--- config.mk ---
export PLATFORM = sky130hd
export DESIGN_NAME = exe_stage_flat
export DESIGN_NICKNAME = d
export VERILOG_FILES = /design/src/rtl/exe_stage_if.sv /design/src/rtl/exe_stage.sv /design/src/flat_wrapper.sv
export SDC_FILE = /design/constraint.sdc
export NUM_CORES = 1
export LEC_CHECK = 0
export BUFFER_PORTS_ARGS = -buffer_cell sky130_fd_sc_hd__buf_2
export CAP_MARGIN = 10
export CELL_PAD_IN_SITES_DETAIL_PLACEMENT = 1
export CELL_PAD_IN_SITES_GLOBAL_PLACEMENT = 2
export CORE_AREA = 4 4 168 291
export DETAILED_ROUTE_END_ITERATION = 8
export DIE_AREA = 0 0 172 295
export PLACE_DENSITY = 0.83
export REMOVE_ABC_BUFFERS = 1
export SKIP_LAST_GASP = 1
export SLEW_MARGIN = 20
export SYNTH_ARGS = -nofsm -noshare
export SYNTH_HDL_FRONTEND = slang
export SYNTH_SLANG_ARGS = --single-unit
export TNS_END_PERCENT = 50
--- constraint.sdc ---
create_clock -name clk -period 1.55 [get_ports clk]
set_input_delay 0 -clock clk [delete_from_list [all_inputs] [get_ports clk]]
set_output_delay 0 -clock clk [all_outputs]
set_load 0.01 [all_outputs]
--- src/rtl/exe_stage_if.sv ---
// Purpose: ID/EXE inputs and EXE/MEM, redirect and overflow outputs of exe_stage.
//   master : pipeline side (drives ID/EXE fields and freeze, observes results)
//   slave  : exe_stage (consumes ID/EXE fields, drives registered results)
// Signals: freeze, flush_in, wb_en_in, mem_sig_in[1:0], br_type_in[1:0],
//          exe_cmd_in[3:0], val1, val2, reg2, pc_in, dest_in[4:0] ->
//          wb_en_out, mem_sig_out[1:0], alu_res_out, st_val_out, dest_out,
//          br_taken, br_addr, ovf_out
interface exe_stage_if;
  localparam int unsigned XLEN = 32;
  localparam int unsigned REGW = 5;

  logic            freeze;
  logic            flush_in;
  logic            wb_en_in;
  logic [1:0]      mem_sig_in;
  logic [1:0]      br_type_in;
  logic [3:0]      exe_cmd_in;
  logic [XLEN-1:0] val1;
  logic [XLEN-1:0] val2;
  logic [XLEN-1:0] reg2;
  logic [XLEN-1:0] pc_in;
  logic [REGW-1:0] dest_in;

  logic            wb_en_out;
  logic [1:0]      mem_sig_out;
  logic [XLEN-1:0] alu_res_out;
  logic [XLEN-1:0] st_val_out;
  logic [REGW-1:0] dest_out;
  logic            br_taken;
  logic [XLEN-1:0] br_addr;
  logic            ovf_out;

  modport master (
    output freeze, flush_in, wb_en_in, mem_sig_in, br_type_in, exe_cmd_in,
           val1, val2, reg2, pc_in, dest_in,
    input  wb_en_out, mem_sig_out, alu_res_out, st_val_out, dest_out,
           br_taken, br_addr, ovf_out
  );

  modport slave (
    input  freeze, flush_in, wb_en_in, mem_sig_in, br_type_in, exe_cmd_in,
           val1, val2, reg2, pc_in, dest_in,
    output wb_en_out, mem_sig_out, alu_res_out, st_val_out, dest_out,
           br_taken, br_addr, ovf_out
  );
endinterface

--- src/rtl/exe_stage.sv ---
// Purpose: execute stage -- ALU, branch resolution, EXE/MEM register and
//   wrong-path squashing via a shadow counter after each taken branch.
// Ports: clk (rising edge), rst (async, active-low), bus (exe_stage_if.slave).
// Parameters: BR_SHADOW (instructions squashed after a taken branch, 1..7),
//   PC_SHIFT (left shift applied to the branch offset).
// Optional feature macro: EXE_OVF_EN -- signed overflow detection on ADD/SUB
//   drops write-back and pulses ovf_out; when undefined ovf_out is tied 0.
module exe_stage #(
  parameter int unsigned BR_SHADOW = 2,
  parameter int unsigned PC_SHIFT  = 2
) (
  input  logic         clk,
  input  logic         rst,
  exe_stage_if.slave   bus
);
  localparam int unsigned XLEN = 32;
  localparam int unsigned REGW = 5;
  localparam int unsigned SHW  = 3;

  localparam logic [1:0] BR_BEZ = 2'b01;
  localparam logic [1:0] BR_BNE = 2'b10;
  localparam logic [1:0] BR_JMP = 2'b11;

  logic [XLEN-1:0] alu_c;
  logic [XLEN-1:0] target_c;
  logic [4:0]      sh_c;
  logic            kill_c;
  logic            taken_c;
  logic            ovf_c;

  logic            wb_en_q,   wb_en_d;
  logic [1:0]      mem_sig_q, mem_sig_d;
  logic [XLEN-1:0] alu_res_q, alu_res_d;
  logic [XLEN-1:0] st_val_q,  st_val_d;
  logic [REGW-1:0] dest_q,    dest_d;
  logic            br_taken_q, br_taken_d;
  logic [XLEN-1:0] br_addr_q, br_addr_d;
  logic [SHW-1:0]  shadow_q,  shadow_d;

  assign sh_c     = bus.val2[4:0];
  assign target_c = bus.pc_in + (bus.val2 << PC_SHIFT);
  assign kill_c   = bus.flush_in | (shadow_q != '0);

  // ALU
  always_comb begin
    alu_c = '0;
    case (bus.exe_cmd_in)
      4'b0000: alu_c = bus.val1 + bus.val2;
      4'b0010: alu_c = bus.val1 - bus.val2;
      4'b0100: alu_c = bus.val1 & bus.val2;
      4'b0101: alu_c = bus.val1 | bus.val2;
      4'b0110: alu_c = ~(bus.val1 | bus.val2);
      4'b0111: alu_c = bus.val1 ^ bus.val2;
      4'b1000: alu_c = bus.val1 << sh_c;
      4'b1001: alu_c = XLEN'($signed(bus.val1) >>> sh_c);
      4'b1010: alu_c = bus.val1 >> sh_c;
      default: alu_c = '0;
    endcase
  end

  // Branch resolution; a killed instruction never redirects
  always_comb begin
    taken_c = 1'b0;
    case (bus.br_type_in)
      BR_BEZ:  taken_c = (bus.val1 == '0);
      BR_BNE:  taken_c = (bus.val1 != bus.reg2);
      BR_JMP:  taken_c = 1'b1;
      default: taken_c = 1'b0;
    endcase
    taken_c = taken_c & ~kill_c;
  end

`ifdef EXE_OVF_EN
  logic ovf_q, ovf_d;

  // Signed overflow: operands' signs (after SUB negation) agree but the result's differs
  always_comb begin
    ovf_c = 1'b0;
    case (bus.exe_cmd_in)
      4'b0000: ovf_c = (bus.val1[XLEN-1] == bus.val2[XLEN-1]) &&
                       (alu_c[XLEN-1] != bus.val1[XLEN-1]);
      4'b0010: ovf_c = (bus.val1[XLEN-1] != bus.val2[XLEN-1]) &&
                       (alu_c[XLEN-1] != bus.val1[XLEN-1]);
      default: ovf_c = 1'b0;
    endcase
    ovf_c = ovf_c & ~kill_c;
  end

  // Pulse output: cleared while frozen so it is never repeated
  always_comb begin
    ovf_d = 1'b0;
    if (!bus.freeze) ovf_d = ovf_c;
  end

  always_ff @(posedge clk or negedge rst) begin
    if (!rst) ovf_q <= 1'b0;
    else      ovf_q <= ovf_d;
  end

  assign bus.ovf_out = ovf_q;
`else
  assign ovf_c       = 1'b0;
  assign bus.ovf_out = 1'b0;
`endif

  // Next state: hold everything on freeze, but drop the redirect pulse
  always_comb begin
    wb_en_d    = wb_en_q;
    mem_sig_d  = mem_sig_q;
    alu_res_d  = alu_res_q;
    st_val_d   = st_val_q;
    dest_d     = dest_q;
    br_taken_d = 1'b0;
    br_addr_d  = br_addr_q;
    shadow_d   = shadow_q;
    if (!bus.freeze) begin
      wb_en_d    = bus.wb_en_in & ~kill_c & ~ovf_c;
      mem_sig_d  = kill_c ? 2'b00 : bus.mem_sig_in;
      alu_res_d  = alu_c;
      st_val_d   = bus.reg2;
      dest_d     = bus.dest_in;
      br_taken_d = taken_c;
      if (taken_c)               br_addr_d = target_c;
      if (taken_c)               shadow_d  = SHW'(BR_SHADOW);
      else if (shadow_q != '0)   shadow_d  = shadow_q - SHW'(1);
      else                       shadow_d  = '0;
    end
  end

  always_ff @(posedge clk or negedge rst) begin
    if (!rst) begin
      wb_en_q    <= 1'b0;
      mem_sig_q  <= '0;
      alu_res_q  <= '0;
      st_val_q   <= '0;
      dest_q     <= '0;
      br_taken_q <= 1'b0;
      br_addr_q  <= '0;
      shadow_q   <= '0;
    end else begin
      wb_en_q    <= wb_en_d;
      mem_sig_q  <= mem_sig_d;
      alu_res_q  <= alu_res_d;
      st_val_q   <= st_val_d;
      dest_q     <= dest_d;
      br_taken_q <= br_taken_d;
      br_addr_q  <= br_addr_d;
      shadow_q   <= shadow_d;
    end
  end

  assign bus.wb_en_out   = wb_en_q;
  assign bus.mem_sig_out = mem_sig_q;
  assign bus.alu_res_out = alu_res_q;
  assign bus.st_val_out  = st_val_q;
  assign bus.dest_out    = dest_q;
  assign bus.br_taken    = br_taken_q;
  assign bus.br_addr     = br_addr_q;
endmodule

--- src/flat_wrapper.sv ---
// flat-port wrapper written by rule: the top's interface ports become plain ports
module exe_stage_flat 
#(
  parameter int unsigned BR_SHADOW = 2,
  parameter int unsigned PC_SHIFT  = 2
)
  (clk, rst, bus_freeze, bus_flush_in, bus_wb_en_in, bus_mem_sig_in, bus_br_type_in, bus_exe_cmd_in, bus_val1, bus_val2, bus_reg2, bus_pc_in, bus_dest_in, bus_wb_en_out, bus_mem_sig_out, bus_alu_res_out, bus_st_val_out, bus_dest_out, bus_br_taken, bus_br_addr, bus_ovf_out);
  exe_stage_if bus_i ();
  input  logic clk;
  input  logic rst;
  input wire logic [$bits(bus_i.freeze)-1:0] bus_freeze;
  input wire logic [$bits(bus_i.flush_in)-1:0] bus_flush_in;
  input wire logic [$bits(bus_i.wb_en_in)-1:0] bus_wb_en_in;
  input wire logic [$bits(bus_i.mem_sig_in)-1:0] bus_mem_sig_in;
  input wire logic [$bits(bus_i.br_type_in)-1:0] bus_br_type_in;
  input wire logic [$bits(bus_i.exe_cmd_in)-1:0] bus_exe_cmd_in;
  input wire logic [$bits(bus_i.val1)-1:0] bus_val1;
  input wire logic [$bits(bus_i.val2)-1:0] bus_val2;
  input wire logic [$bits(bus_i.reg2)-1:0] bus_reg2;
  input wire logic [$bits(bus_i.pc_in)-1:0] bus_pc_in;
  input wire logic [$bits(bus_i.dest_in)-1:0] bus_dest_in;
  output wire logic [$bits(bus_i.wb_en_out)-1:0] bus_wb_en_out;
  output wire logic [$bits(bus_i.mem_sig_out)-1:0] bus_mem_sig_out;
  output wire logic [$bits(bus_i.alu_res_out)-1:0] bus_alu_res_out;
  output wire logic [$bits(bus_i.st_val_out)-1:0] bus_st_val_out;
  output wire logic [$bits(bus_i.dest_out)-1:0] bus_dest_out;
  output wire logic [$bits(bus_i.br_taken)-1:0] bus_br_taken;
  output wire logic [$bits(bus_i.br_addr)-1:0] bus_br_addr;
  output wire logic [$bits(bus_i.ovf_out)-1:0] bus_ovf_out;
  assign bus_i.freeze = bus_freeze;
  assign bus_i.flush_in = bus_flush_in;
  assign bus_i.wb_en_in = bus_wb_en_in;
  assign bus_i.mem_sig_in = bus_mem_sig_in;
  assign bus_i.br_type_in = bus_br_type_in;
  assign bus_i.exe_cmd_in = bus_exe_cmd_in;
  assign bus_i.val1 = bus_val1;
  assign bus_i.val2 = bus_val2;
  assign bus_i.reg2 = bus_reg2;
  assign bus_i.pc_in = bus_pc_in;
  assign bus_i.dest_in = bus_dest_in;
  assign bus_wb_en_out = bus_i.wb_en_out;
  assign bus_mem_sig_out = bus_i.mem_sig_out;
  assign bus_alu_res_out = bus_i.alu_res_out;
  assign bus_st_val_out = bus_i.st_val_out;
  assign bus_dest_out = bus_i.dest_out;
  assign bus_br_taken = bus_i.br_taken;
  assign bus_br_addr = bus_i.br_addr;
  assign bus_ovf_out = bus_i.ovf_out;
  exe_stage #(.BR_SHADOW(BR_SHADOW), .PC_SHIFT(PC_SHIFT)) u_core (.clk(clk), .rst(rst), .bus(bus_i));
endmodule
Yosys cells after proc, flatten, opt, wreduce, memory -nomap -nowiden
Index checks and enable logic that the tools add are counted.
{ "word_totals": {"inputBits": 146, "word_cells": 46, "reg_bits": 108} }
{ "classes": {"n_mux": 6, "add_sub_neg": 4, "shift": 3, "n_eq_ne": 12, "bitwise": 9, "reduce_logical": 4} }
{ "op_table": {"columns": ["op", "n"], "rows": [
  ["$pmux 32 s9", 1],
  ["$add 32x32->32", 2],
  ["$and 32x32->32", 1],
  ["$logic_not 32->1", 1],
  ["$ne 32x32->1", 1],
  ["$not 32->32", 1],
  ["$or 32x32->32", 1],
  ["$shl 32x5->32", 1],
  ["$shr 32x5->32", 1],
  ["$sshr 32x5->32", 1],
  ["$sub 32x32->32", 1],
  ["$xor 32x32->32", 1],
  ["$eq 4x3->1 const B", 4],
  ["$eq 4x4->1 const B", 3],
  ["$mux 3", 2],
  ["$eq 2x2->1 const B", 2],
  ["$eq 4x2->1 const B", 1],
  ["$logic_not 4->1", 1],
  ["$pmux 1 s3", 1],
  ["$reduce_bool 3->1", 1],
  ["$sub 3x1->3 const B", 1],
  ["$and 1x1->1", 2],
  ["$eq 2x1->1 const B", 1],
  ["$mux 2", 1],
  ["4 further kinds", 5]
]} }

Logic depth before layout (Yosys ltp)
{ "depth": {"ltp_word": 5, "mapped_depth": 21, "depth_no_buf": 18} }

Least setup slack after synthesis
OpenSTA, ideal clock, no wires.
{ "synth_path": {"path_kind": "input port to flip-flop", "start": "input bus_val2[0]", "end": "register u_core.alu_res_q[30] (netlist: u_core.bus.alu_res_out[30])", "path_buffers": 3, "required_ns": 1.463, "setup_time_ns": 0.087, "slack_ns": -2.250, "arrival_ns": 3.713, "cell_stages": 21, "cell_sequence": "buf_2 > buf_2 > buf_2 > inv_1 > ha_1 > and3_1 > nand3_1 > or2_1 > nor2_1 > nand4_1 > o31ai_2 > xnor2_1 > ha_1 > a21o_1 > a21oi_1 > nand2b_1 > or3_1 > a211oi_1 > o21ai_0 > o41a_1 > o211ai_1"} }
{ "synth_via": {"elab_chain_len": 2} }
{ "synth_lines": {"columns": ["element", "line_no", "text"], "rows": [
  ["from (decl)", "flat_wrapper.sv:18", "input wire logic [$bits(bus_i.val2)-1:0] bus_val2;"],
  ["$sub 32x32->32, or another cell as far along", "exe_stage.sv:49", "4'b0010: alu_c = bus.val1 - bus.val2;"],
  ["$pmux 32 s9 (*)", "exe_stage.sv:47", "case (bus.exe_cmd_in)"],
  ["to (signal assigned)", "exe_stage.sv:143", "alu_res_q <= alu_res_d;"],
  ["to (decl)", "exe_stage.sv:33", "logic [XLEN-1:0] alu_res_q, alu_res_d;"]
]} }
Mark *: on every way between the ends. The rest lies on a longest branch, timed or not.
A chain may end at the register's enable or synchronous reset.

Final worst setup path
{ "layout_path": {"start": "input bus_val2[10]", "end": "register u_core.alu_res_q[30] (netlist: u_core.bus.alu_res_out[30])"} }
{ "layout_via": {"elab_chain_len": 2} }
{ "layout_lines": {"columns": ["element", "line_no"], "rows": [
  ["$sub 32x32->32 / $add 32x32->32 (equally long branches)", "exe_stage.sv:49, exe_stage.sv:48"],
  ["$pmux 32 s9 (*)", "exe_stage.sv:47"]
]} }
Marked as above.

==> results.md <==
Min path:
- The type of the worst min-delay path is input pin to async pin.

Setup path:
- The worst register-to-register path begins at u_core.shadow_q[1].
- At the worst endpoint, the arrival time is between 3000 and 4000 ps.
- The endpoint of the worst register-to-register path is u_core.bus.br_addr[25].
- For the worst flop-to-flop path, the logic depth is 8.
- The worst setup path is of the input pin to flop kind.
- The most frequent cell on the critical path is or3_4.
- Counting both buffers and inverters, the worst setup path holds a total of 1.
- The worst setup path is captured at a flop.
- The slack of the worst reg-to-reg path is -350 ps.
- The type of origin of the critical path is an input pin.
- In this run the worst path has a maximum fanout of 3.
- The required time at the worst-slack endpoint is around 1900 ps.
- The slowest stage of the critical path belongs to the cell or4_4.
- The largest single stage delay on the critical path is 520 ps.
- The signal on the critical path passes through buf_6 -> or4_4 -> or3_4 -> or2_4 -> nor2_4 -> nand4_1 -> o31ai_2 -> xnor2_1 -> ha_1 -> a21o_1 -> a21oi_2 -> nand2b_1 -> or3_4 -> a211oi_4 -> o21ai_1 -> o41a_1 -> o211ai_1.
- The cell family contributing the most delay on the critical path is simple AND/OR/NAND/NOR gates.

Synthesis:
- For this run, the leading register cell type out of synthesis is dfrtp_1.
- Sorting the synthesized cells by area gives the leading types as dfrtp_1, ha_1, mux4_2.
- The synthesized area divided by synthesized cell count is approximately 8.4 um^2.
- Yosys printed 0 warnings.
- The cell taking the most area after synthesis is dfrtp_1.
- Yosys mapped a number of flops with a built-in enable equal to 0.
- Sequential elements use between 10% and 20% of the synthesized area.
- Of the post-synthesis cell area, the dominant cell type holds a little under a fifth.
- The synthesized netlist contains slightly below 90 unique library cells.
- The number of standard cells after synthesis is 1705.
- The area of the mapped netlist is between 10000 and 15000 um^2.
- After synthesis, the share of flip-flops with an asynchronous set or reset is 100%.
- The count of state elements after synthesis is 108.

Placement:
- The wire-length estimate of the detail-placed layout is 63700 um.
- The congestion estimate from routability-driven global placement came to ~1.1.
- During placement, the flow inserted port buffers numbering 250.
- The worst slack after detailed placement is -2650 ps.

Routing:
- For this block, the via count after detailed routing is 17600.
- The routed design has 84500 um of wire.
- In this run the remaining antenna-violating nets after routing total 0.
- For this run, design rule violations remaining after detail routing come to 0.
- The length of the first detailed-routing pass in iterations is 5.
- The number of vias per cell after detailed routing is around 5.8.
- The number of DRC markers after the initial detailed-route iteration is 1164.
- After detailed routing, the average wire length per cell comes to 28.0 um.

Clock tree:
- The clock latency on the worst-skew pair is roughly 400 ps.
- The maximum number of buffers from clock root to sink is 2.
- The number of buffers added by the clock tree synthesis step is 9.
- The clock root buffer master is clkbuf_16.
- The post-CTS clock slew at the launch and capture registers of the worst setup and hold paths is 90 ps.
- The number of H-tree branching levels is 3.
- Clock tree synthesis found a total of ~110 sinks.
- TritonCTS built the clock tree.

Global route:
- The maximum number of pins on one net before global-route repair is 72.
- The initial antenna violation count came to 2.
- The via count of the first global-routing pass came to about 19000.
- The combined global-route utilization of all metal layers is between 30% and 40%.
- After global routing the overflow that remains totals 0.
- The first global-routing pass estimated ~120000 um of wire.

Run:
- Max-cap violations in this run came to 0.

Cells and area:
- From synthesis to final layout, the design area changed by 55.9%.
- Counting the fill cells in the layout gives 5437.
- In the layout the commonest cells are buf_4, buf_2, nor2_1, nand2_1, ha_1.
- Leaving out fill and tap cells, the most frequent cell in the layout is buf_4.
- The fraction of final layout cells with drive strength greater than 1 is a little under half.
- The total number of nets in the final design is 2701.

Die:
- The placement row count is ~100.
- In this run the horizontal extent of the chip is approximately 170 um.
- The die covers between 50000 and 60000 um^2.
- The effective utilization at floorplan is 30.8%.
- The number of I/O pins is about 250.
- The height of the chip is 295 um.
- The core box area is about 46000 um^2.

STA:
- The relative max-transition margin is 48.6%.
- On the final layout, the worst clock skew is 8.48 ps.
- The tightest hold margin is ~48 ps.
- After layout, the minimum clock period comes to 3460 ps.
- Derived from the worst setup path, the maximum achievable clock frequency is ~0.29 GHz.
- The max-slew violation count is 0.
- The worst setup margin is -1910 ps.
- The hold violation total from the final report is 0.
- Summed over all failing endpoints, the final setup total negative slack is -66630 ps.
- After layout, the worst path uses 224% of the clock period.
- Setup repair after global routing could not meet its margin everywhere.
- The pin slew with the least headroom to its limit is ~760 ps.
- Setup violations remaining at the end of the flow were counted as 66.

Power:
- Registers are responsible for roughly 25% of the overall power.
- The internal power is around 8.7 mW.
- Power spread over the standard cell area amounts to 682 nW/um^2.
- Net switching is a little over two fifths of the power.
- Across the VDD grid, the largest voltage drop is 0.503 mV.
- The share of total power dissipated in combinational logic is 57.9%.
- The completed layout was analyzed and its total power is approximately 15 mW.
- The static leakage power is 10.4 nW.
- The reported net switching power is between 6 and 7 mW.
- Of the total power, the clock network draws between 15 and 20%.

Run status:
- The flow ran to the end, but the final reports show violations.
- The checks that failed: setup timing.
[power by group through the flow]
| stage | Combinational, mW | Sequential, mW | Clock, mW |
|---|---|---|---|
| after floorplan | 3.15 | 3.99 | 0 |
| after global placement | 7.33 | 3.75 | 0 |
| after detailed placement | 7.57 | 3.77 | 0 |
| after CTS | 8.23 | 3.72 | 2.70 |
| after global routing | 9.33 | 3.81 | 2.81 |
| final | 8.78 | 3.74 | 2.64 |
[cell families after synthesis]
| kind of cell | share of synthesized area (%) |
|---|---|
| and+or+nand+nor | 14.8 |
| DFF | 19.0 |
| adders and majority gates | 11.3 |
| other | 0.0263 |
| muxes | 20.2 |
| buffers and inverters | 6.03 |
| AOI/OAI and AO/OA | 22.2 |
| xor gates and xnor gates | 6.50 |
[flip-flops by register name (all words and copies together), names as in the netlist]
name                    count
u_core.bus.br_taken         1
u_core.bus.br_addr         32
u_core.bus.alu_res_out     32
u_core.bus.dest_out         5
u_core.bus.wb_en_out        1
u_core.bus.mem_sig_out      2
u_core.bus.st_val_out      32
u_core.shadow_q             3
[cell usage after synthesis, drive strengths merged (12+ instances only)]
master and count:
a21o 26, mux4 62, xnor2 60, mux2 85, nand3 18, nor4 16, a211oi 27, o211ai 19
o21ai 121, o31ai 16, xor2 45, buf 31, a21oi 137, o22ai 16, nor2 172, nand2b 15
mux2i 52, or3 13, inv 88, nand2 122, nand4 18, nor3 37, a22oi 18, clkbuf 98
o21a 15, ha 126, dfrtp 108, a31oi 12
[repair_timing]
action / CTS / global route
resized for setup: 171 / 121
hold buffers: 45 / 0
endpoints found under the setup margin: 66 / 68
setup buffers: 34 / 21
cloned: 4 / 4
hold endpoints to repair: 152 / 0
pin swaps: 94 / 83
[per-stage QoR]
stage | util (%) | instance area, um^2 | std cells
4_1_cts | 46.3 | 21400 | 2994
6_report | 48.0 | 22200 | 3019
5_1_grt | 48.0 | 22200 | 3017
2_1_floorplan | - | 13700 | 1576
3_5_place_dp | 42.3 | 19600 | 2897
3_3_place_gp | 42.3 | 19600 | 2897
[final cells by class]
| cell class | instances | area [um^2] | area share [%] |
|---|---|---|---|
| tap | 583 | 729 | 3.28 |
| inverter | 90 | 354 | 1.59 |
| multi-input combinational | 1378 | 11700 | 52.6 |
| timing repair buffer | 840 | 6450 | 29.0 |
| antenna | 4 | 10.0 | 0.0450 |
| clock buffer | 10 | 239 | 1.07 |
| clock inverter | 6 | 62.6 | 0.281 |
| sequential | 108 | 2700 | 12.2 |
[how the worst max path moves through the flow]
stage,from,endpoint,slack (ps),cells past startpoint
finish,bus_val2[10],u_core.bus.alu_res_out[30],-1910,17
global route,bus_val2[20],u_core.bus.alu_res_out[30],-2080,16
CTS,bus_val2[10],u_core.bus.alu_res_out[30],-1830,17
detailed placement,bus_val2[12],u_core.bus.alu_res_out[30],-2650,17
global placement,bus_val2[12],u_core.bus.alu_res_out[30],-2610,17
floorplan,bus_val2[12],u_core.bus.alu_res_out[30],-2000,16
[layer usage]
layer | vias to the layer above | global-route usage, % | share of wire, %
li1 | 7700 | - | -
met1 | 8774 | 32.0 | 33
met2 | 814 | 56.2 | 51
met3 | 338 | 3.25 | 4.7
met4 | 0 | 26.6 | 11
met5 | - | 0 | 0
No activity file was read; power rests on OpenSTA's default activity.
